==> src/rtl/id_ex_hazard_register.sv <==
// ID/EX pipeline register with load-use hazard detection and bubble insertion.
// Optional macro HAZARD_STALL_COUNT_EN adds a saturating 32-bit stall_count output.
`ifndef NUM_REGISTERS_LOG2
`define NUM_REGISTERS_LOG2 5
`endif

module id_ex_hazard_register #(
    parameter int REG_ADDR_WIDTH  = `NUM_REGISTERS_LOG2,
    parameter int LOAD_USE_CYCLES = 1
) (
    input  logic                      clk,
    input  logic                      reset,
    input  logic                      if_id_valid,
    input  logic [REG_ADDR_WIDTH-1:0] if_id_rs,
    input  logic [REG_ADDR_WIDTH-1:0] if_id_rt,
    input  logic [REG_ADDR_WIDTH-1:0] if_id_rd,
    input  logic                      if_id_reg_write,
    input  logic                      if_id_mem_read,
    input  logic                      if_id_mem_write,
    input  logic                      flush,
    output logic                      id_ex_valid,
    output logic [REG_ADDR_WIDTH-1:0] id_ex_rs,
    output logic [REG_ADDR_WIDTH-1:0] id_ex_rt,
    output logic [REG_ADDR_WIDTH-1:0] id_ex_rd,
    output logic                      id_ex_reg_write,
    output logic                      id_ex_mem_read,
    output logic                      id_ex_mem_write,
    output logic                      stall
`ifdef HAZARD_STALL_COUNT_EN
    ,
    output logic [31:0]               stall_count
`endif
);

    typedef enum logic {IDLE, STALL} state_e;

    // The load that triggered the hazard is already replaced by a bubble on
    // the first stall edge, so the remaining stall cycles come from cnt.
    localparam logic [2:0] RELOAD = 3'(LOAD_USE_CYCLES - 1);

    logic [2:0]                cnt_q, cnt_d;
    state_e                    state;
    logic                      hz;
    logic                      bubble;

    logic                      valid_q;
    logic [REG_ADDR_WIDTH-1:0] rs_q, rt_q, rd_q;
    logic                      reg_write_q, mem_read_q, mem_write_q;

    assign state = (cnt_q == 3'd0) ? IDLE : STALL;

    always_comb begin
        hz     = 1'b0;
        stall  = 1'b0;
        cnt_d  = cnt_q;
        bubble = 1'b0;

        hz = valid_q & mem_read_q & reg_write_q & (rd_q != '0) & if_id_valid &
             ((if_id_rs == rd_q) | (if_id_rt == rd_q));
        stall  = ~flush & (hz | (state == STALL));
        bubble = flush | stall;

        if (flush) begin
            cnt_d = 3'd0;
        end else if ((state == IDLE) && hz) begin
            cnt_d = RELOAD;
        end else if (state == STALL) begin
            cnt_d = cnt_q - 3'd1;
        end
    end

    always_ff @(posedge clk) begin
        if (reset) begin
            cnt_q       <= 3'd0;
            valid_q     <= 1'b0;
            rs_q        <= '0;
            rt_q        <= '0;
            rd_q        <= '0;
            reg_write_q <= 1'b0;
            mem_read_q  <= 1'b0;
            mem_write_q <= 1'b0;
        end else begin
            cnt_q <= cnt_d;
            if (bubble) begin
                // Zeroed addresses keep the forwarding unit from matching a bubble.
                valid_q     <= 1'b0;
                rs_q        <= '0;
                rt_q        <= '0;
                rd_q        <= '0;
                reg_write_q <= 1'b0;
                mem_read_q  <= 1'b0;
                mem_write_q <= 1'b0;
            end else begin
                valid_q     <= if_id_valid;
                rs_q        <= if_id_rs;
                rt_q        <= if_id_rt;
                rd_q        <= if_id_rd;
                reg_write_q <= if_id_reg_write;
                mem_read_q  <= if_id_mem_read;
                mem_write_q <= if_id_mem_write;
            end
        end
    end

    assign id_ex_valid     = valid_q;
    assign id_ex_rs        = rs_q;
    assign id_ex_rt        = rt_q;
    assign id_ex_rd        = rd_q;
    assign id_ex_reg_write = reg_write_q;
    assign id_ex_mem_read  = mem_read_q;
    assign id_ex_mem_write = mem_write_q;

`ifdef HAZARD_STALL_COUNT_EN
    logic [31:0] stall_count_q;

    always_ff @(posedge clk) begin
        if (reset) begin
            stall_count_q <= 32'd0;
        end else if (stall && (stall_count_q != 32'hFFFF_FFFF)) begin
            stall_count_q <= stall_count_q + 32'd1;
        end
    end

    assign stall_count = stall_count_q;
`else
    // Stall occupancy counter not built in this configuration.
`endif

endmodule

==> config.mk <==
export PLATFORM = sky130hd
export DESIGN_NAME = id_ex_hazard_register
export DESIGN_NICKNAME = d
export VERILOG_FILES = /design/src/rtl/id_ex_hazard_register.sv
export SDC_FILE = /design/constraint.sdc
export NUM_CORES = 1
export LEC_CHECK = 0
export ABC_AREA = 1
export CAP_MARGIN = 0
export CORE_AREA = 2 2 50 52
export DETAILED_ROUTE_END_ITERATION = 16
export DIE_AREA = 0 0 52 54
export PLACE_DENSITY = 0.84
export SLEW_MARGIN = 20
export SYNTH_ARGS = -nofsm -noshare
export SYNTH_HDL_FRONTEND = slang
export SYNTH_SLANG_ARGS = --single-unit
==> constraint.sdc <==
create_clock -name clk -period 2.3 [get_ports clk]
set_input_delay 0.69 -clock clk [delete_from_list [all_inputs] [get_ports clk]]
set_output_delay 0.69 -clock clk [all_outputs]
set_load 0.05 [all_outputs]
==> flow_summary_export.csv, run 1 <==
group,metric,value,unit
status,status,"finished clean",
drt,drt-total-wl,2270,µm
logic_synthesis,yosysTopAreaCellShare,45.6,%
floorplanning,die-area,2810,µm²
floorplanning,ios,42,
finish,final_cell_count_no_fill,214,
global_routing,gr-total-overflow,0,
cts,cts_tree,"yes",
drt,drt-wirelength-per-cell,10.6,µm
setup_path,critPathLaunchType,"input pin",
drt,drt_iter0_markers,11,
placed_design,pre_cts_slack,-0.419,ns
logic_synthesis,syn_avg_cell_area,7.85,µm²
finish,drive_above_1_share,35.3,%
finish,final_core_util,68.0,%
worst_hold_path,hold_depth,2,
setup_path,cp.required,1.61,ns
drt,drtPass1Iterations,4,
drt,vias_per_cell,4.42,
finish,area_growth_syn_to_layout,63.3,%
drt,detail-route-antenna-nets,0,
floorplanning,initial_core_util,41.6,%
timing,tns,0,ns
timing,setup_viol,0,
cts,clock_latency,0.32,ns
setup_path,worstRegToRegCells,13,
logic_synthesis,synth-edff-count,0,
timing,max_freq,0.440,GHz
logic_synthesis,synthTopCellsByCount,"inv_1 (26), nand2_1 (24), dfxtp_1 (22)",
timing,slew_headroom,65.9,%
logic_synthesis,yosys.area.top_type,"dfxtp_1",
logic_synthesis,synth_nets,147,
cts,cts.sinks,22,
logic_synthesis,yosysMostFrequentCell,"inv_1",
timing,rsz0062_at_grt,"true",
global_routing,grt_max_degree,20,
cts,cts_hold_buf,0,
logic_synthesis,synth_cell_types,21,
timing,setup_ws,0.0272,ns
cts,clk_path_buf_depth,2,
worst_hold_path,hold_path_class,"reg -> reg",
timing,finalHoldViolations,0,
cts,clk_pin_slew,0.11,ns
floorplanning,fp.dieH,54,µm
cts,cts_root_buf,"clkbuf_4",
global_routing,grt_pass1_wl,3810,µm
logic_synthesis,synthArstFlopShare,0,%
placed_design,gp_congestion,0.810,
floorplanning,row_count,18,
floorplanning,die_width,52,µm
placed_design,dp.cells,202,
setup_path,crit_type,"in -> out",
logic_synthesis,netlist_area,966,µm²
power_and_ir_drop,total_leakage_power,0.791,nW
logic_synthesis,ys_seq_elements,22,
cts,cts_buffers,3,
global_routing,grt_pass1_vias,951,
finish,fin_area,1580,µm²
logic_synthesis,synth_warnings,0,
timing,max_slew.worst_pin.slew,0.510,ns
logic_synthesis,ys.flop_type,"dfxtp_1",
drt,drc,0,
power_and_ir_drop,p_per_area,541,nW/µm²
timing,period_minus_slack,2.27,ns
global_routing,grt_usage,19.1,%
placed_design,post-dp-hpwl,1680,µm
timing,post-route-period-util,98.8,%
setup_path,cp-end-kind,"output port",
logic_synthesis,netlist_instances,123,
timing,final.setup_skew,0.00931,ns
logic_synthesis,ys_seq_area_share,45.6,%
power_and_ir_drop,vdd_drop_max,0.431,mV
finish,antennaDiodeCount,0,
placed_design,dpl_cell_area,1480,µm²
power_and_ir_drop,totalPowerFinal,0.854,mW
drt,num_vias,945,
timing,hold-worst-slack,0.561,ns
run,cap_violations,0,
global_routing,antenna_found_initial,0,
setup_path,cp_max_fo,2,
floorplanning,core,2320,µm²
finish,final_nets,210,
timing,finalMaxSlewViolations,0,
setup_path,arrival,1.58,ns
placed_design,io_buffers,41,
logic_synthesis,yosys-top-cells-area,"dfxtp_1 (46%), inv_1 (10%), nand2_1 (9.3%), nor2_1 (7.0%), nor2_2 (5.2%)",
cts,htree_num_levels,1,
[area by class of cell]
cell class                      count  area, µm²
Tap cell                           30       37.5
Timing Repair Buffer               59        543
Fill cell                         184        742
Multi-Input combinational cell     71        420
Clock buffer                        3       22.5
Sequential cell                    22        445
Inverter                           29        109
[flip-flops by register name (all words and copies together), names as in the netlist]
signal and count:
id_ex_reg_write 1, id_ex_rs 5, id_ex_rt 5, id_ex_mem_read 1, cnt_q 3, id_ex_mem_write 1, id_ex_rd 5, id_ex_valid 1
[report_power, final]
group,switching (mW),internal [mW]
registers,0.0137,0.403
clock network,0.114,0.0614
logic,0.151,0.110
total,0.279,0.575
[worst max-delay path, cell delays in order]
cell and delay (ns):
buf_6 0.08, inv_2 0.03, nand2_1 0.05, nand2_1 0.04, nor2_1 0.12, nand3_1 0.11, nand2_2 0.10, nand2_4 0.07
a21oi_4 0.14, buf_12 0.15
[cells in the final DEF (no fill, tap or decap), drive strengths merged]
| cell type | n |
|---|---|
| nand4 | 2 |
| clkbuf | 3 |
| o21bai | 1 |
| dlygate4sd2 | 1 |
| ha | 2 |
| buf | 30 |
| clkdlybuf4s50 | 28 |
| nor2 | 29 |
| inv | 29 |
| xnor2 | 3 |
| o21ai | 1 |
| nor4 | 1 |
| nand3 | 4 |
| dfxtp | 22 |
| xor2 | 1 |
| a21oi | 1 |
| nand2 | 26 |
[routing by layer]
layer  wire [µm]  global-route usage, %  vias to the layer above
li1            -                      -                      478
met1         744                   16.4                      432
met5           0                      0                        -
met4          96                   14.9                        0
met3          89                   3.33                        9
met2        1340                   38.4                       26
[worst paths after layout]
check	startpoint	endpoint	slack (ns)
hold / removal	cnt_q[0]	cnt_q[0]	0.56
setup reg to reg	id_ex_rd[3]	cnt_q[0]	0.52
hold reg to reg	cnt_q[0]	cnt_q[0]	0.56
setup / recovery	if_id_rs[2]	stall	0.03
[kinds of logic after synthesis]
logic type                 share of synthesized area [%]
and+or+nand+nor                                     33.0
buffers and inverters                               13.3
DFF                                                 45.6
xor gates and xnor gates                            3.63
AOI/OAI and AO/OA                                   1.81
adders and majority gates                           2.59
[timing repair]
item / CTS / global route
setup endpoints to repair: 1 / 1
buffers inserted: 7 / 2
gates resized for setup: 55 / 10
pin swaps: 15 / 12
Note: power is estimated with default switching activity, not from simulation.
==> run 2, diff against run 1 <==
--- a/config.mk
+++ b/config.mk
@@ -6,11 +6,11 @@
 export NUM_CORES = 1
 export LEC_CHECK = 0
 export ABC_AREA = 1
-export CAP_MARGIN = 0
-export CORE_AREA = 2 2 50 52
+export CAP_MARGIN = 20
+export CORE_AREA = 2 2 52 54
 export DETAILED_ROUTE_END_ITERATION = 16
-export DIE_AREA = 0 0 52 54
-export PLACE_DENSITY = 0.84
+export DIE_AREA = 0 0 54 56
+export PLACE_DENSITY = 0.79
 export SLEW_MARGIN = 20
 export SYNTH_ARGS = -nofsm -noshare
 export SYNTH_HDL_FRONTEND = slang
==> constraint.sdc (replaced) <==
create_clock -name clk -period 2.25 [get_ports clk]
set_input_delay 0.675 -clock clk [delete_from_list [all_inputs] [get_ports clk]]
set_output_delay 0.675 -clock clk [all_outputs]
set_load 0.05 [all_outputs]
==> flow_summary_export.csv, run 2 (same netlist as run 1, synthesis figures left out) <==
group,metric,value,unit
drt,vias_per_cell,4.29,
global_routing,gr-total-overflow,0,
power_and_ir_drop,p_clk_share,23.3,%
finish,antennaDiodeCount,0,
power_and_ir_drop,pwr-share-seq,47.2,%
timing,period_minus_slack,2.20,ns
drt,drt-total-wl,2060,µm
timing,max_slew.worst_pin.slew,0.507,ns
global_routing,grt_max_degree,20,
cts,cts_root_buf,"clkbuf_4",
finish,final_common_cell,"clkdlybuf4s50_1",
floorplanning,die-area,3020,µm²
power_and_ir_drop,netSwitchingFraction,31.0,%
cts,clock_latency,0.29,ns
setup_path,critPathSlowestCell,"buf_12",
floorplanning,die_width,54,µm
global_routing,grt_pass1_vias,799,
run,cap_violations,0,
placed_design,dp.cells,200,
drt,num_vias,880,
timing,setup_viol,0,
placed_design,post-dp-hpwl,1670,µm
finish,drive_above_1_share,34.9,%
finish,final_core_util,63.4,%
setup_path,cp-end-kind,"output port",
timing,final.setup_skew,0.00500,ns
cts,cts.sinks,22,
power_and_ir_drop,p_int,0.623,mW
drt,drt-wirelength-per-cell,10.0,µm
timing,finalHoldViolations,0,
drt,detail-route-antenna-nets,0,
timing,slew_headroom,66.1,%
placed_design,io_buffers,41,
floorplanning,ios,42,
finish,fill_cells,208,
setup_path,cpLargestDelayFamily,"simple AND/OR/NAND/NOR gates",
setup_path,arrival,1.53,ns
setup_path,cp.required,1.57,ns
cts,clk_path_buf_depth,2,
floorplanning,initial_core_util,39.7,%
setup_path,slowest_delay,0.15,ns
drt,drtPass1Iterations,4,
setup_path,crit_type,"in -> out",
timing,post-route-period-util,97.9,%
setup_path,crit_path_frequent_cell,"nor2_1",
drt,drc,0,
cts,cts_tree,"yes",
worst_hold_path,hold_path_class,"reg -> reg",
finish,final_nets,200,
timing,setup_ws,0.0479,ns
global_routing,antenna_found_initial,0,
status,status,"finished clean",
power_and_ir_drop,p_per_area,586,nW/µm²
placed_design,gp_congestion,0.715,
timing,rsz0062_at_grt,"true",
global_routing,grt_pass1_wl,3220,µm
power_and_ir_drop,total_leakage_power,0.747,nW
drt,drt_iter0_markers,6,
cts,htree_num_levels,1,
floorplanning,fp.dieH,56,µm
power_and_ir_drop,vdd_drop_max,0.342,mV
setup_path,critPathLaunchType,"input pin",
placed_design,pre_cts_slack,-0.414,ns
finish,area_growth_syn_to_layout,59.6,%
cts,cts_buffers,3,
setup_path,path_cells,"buf_8 -> nor2_4 -> nor2_1 -> nor2_1 -> nand3_1 -> nand2_2 -> nand2_4 -> a21oi_4 -> buf_12",
floorplanning,core,2430,µm²
global_routing,grt_usage,13.8,%
floorplanning,row_count,18,
cts,clk_pin_slew,0.12,ns
finish,final_cell_count_no_fill,205,
finish,mostFrequentLayoutCells,"clkdlybuf4s50_1 (28), nand2_1 (20), inv_1 (18), dfxtp_1 (18), nor2_1 (16)",
setup_path,cp.buffers_inverters,2,
timing,max_freq,0.454,GHz
power_and_ir_drop,combinationalPowerShare,29.5,%
cts,cts_hold_buf,0,
timing,finalMaxSlewViolations,0,
power_and_ir_drop,power_switching,0.280,mW
setup_path,cp_max_fo,3,
[run 2: changes by cell type in the layout (fill, tap and decap cells not counted), sizes merged]
cell         delta
buf            -10
dlygate4sd2     -1
clkbuf          +2
[run 2: metal layers]
layer	global-route usage (%)	part of all wire (%)
met5	0	0
met4	1.07	0
met3	2.96	8.2
met2	26.3	51
met1	15.5	41
[run 2: what timing repair did]
item / CTS / global route
hold endpoints to repair: 0 / 0
pin swaps: 14 / 12
endpoints found under the setup margin: 1 / 4
gates resized for setup: 56 / 18
setup buffers: 1 / 0
[run 2: final timing paths]
| path | startpoint | end | slack [ns] | cells past startpoint |
|---|---|---|---|---|
| setup / recovery | if_id_rt[0] | stall | 0.05 | 9 |
| setup reg to reg | id_ex_rd[3] | id_ex_rd[3] | 0.76 | 8 |
| hold / removal | cnt_q[1] | cnt_q[1] | 0.56 | 4 |
| hold reg to reg | cnt_q[1] | cnt_q[1] | 0.56 | 4 |
[run 2: worst register-to-register path, stage by stage, from the launching register on]
cell and delay (ns):
dfxtp_2 0.36, inv_2 0.07, nand4_1 0.12, o21bai_1 0.13, inv_1 0.09, nand2_4 0.08, buf_4 0.11, nand3_4 0.24
nor2_1 0.21
[run 2: cell type report]
type	instances	area, µm²	area share (%)
Clock buffer	4	36.3	2.35
Inverter	29	111	7.22
Multi-Input combinational cell	71	428	27.8
Sequential cell	22	448	29.1
Tap cell	30	37.5	2.44
Timing Repair Buffer	49	480	31.2
[run 2: metrics by stage]
stage / power [mW] / hold slack [ns] / setup TNS, ns / area (µm²)
6_report: 0.903 / 0.561 / 0 / 1540
5_1_grt: 0.948 / 0.577 / -0.0299 / 1540
4_1_cts: 0.903 / 0.569 / -0.0112 / 1490
3_5_place_dp: 0.695 / 0.541 / -0.414 / 1470
3_3_place_gp: 0.690 / 0.508 / -0.397 / 1470
2_1_floorplan: 0.593 / 0.494 / 0 / 977
[run 2: power groups by stage]
stage | Sequential (mW) | Clock [mW] | Combinational [mW]
finish | 0.426 | 0.211 | 0.267
global route | 0.428 | 0.233 | 0.287
CTS | 0.426 | 0.218 | 0.259
detailed placement | 0.434 | 0 | 0.261
global placement | 0.433 | 0 | 0.257
floorplan | 0.498 | 0 | 0.0948
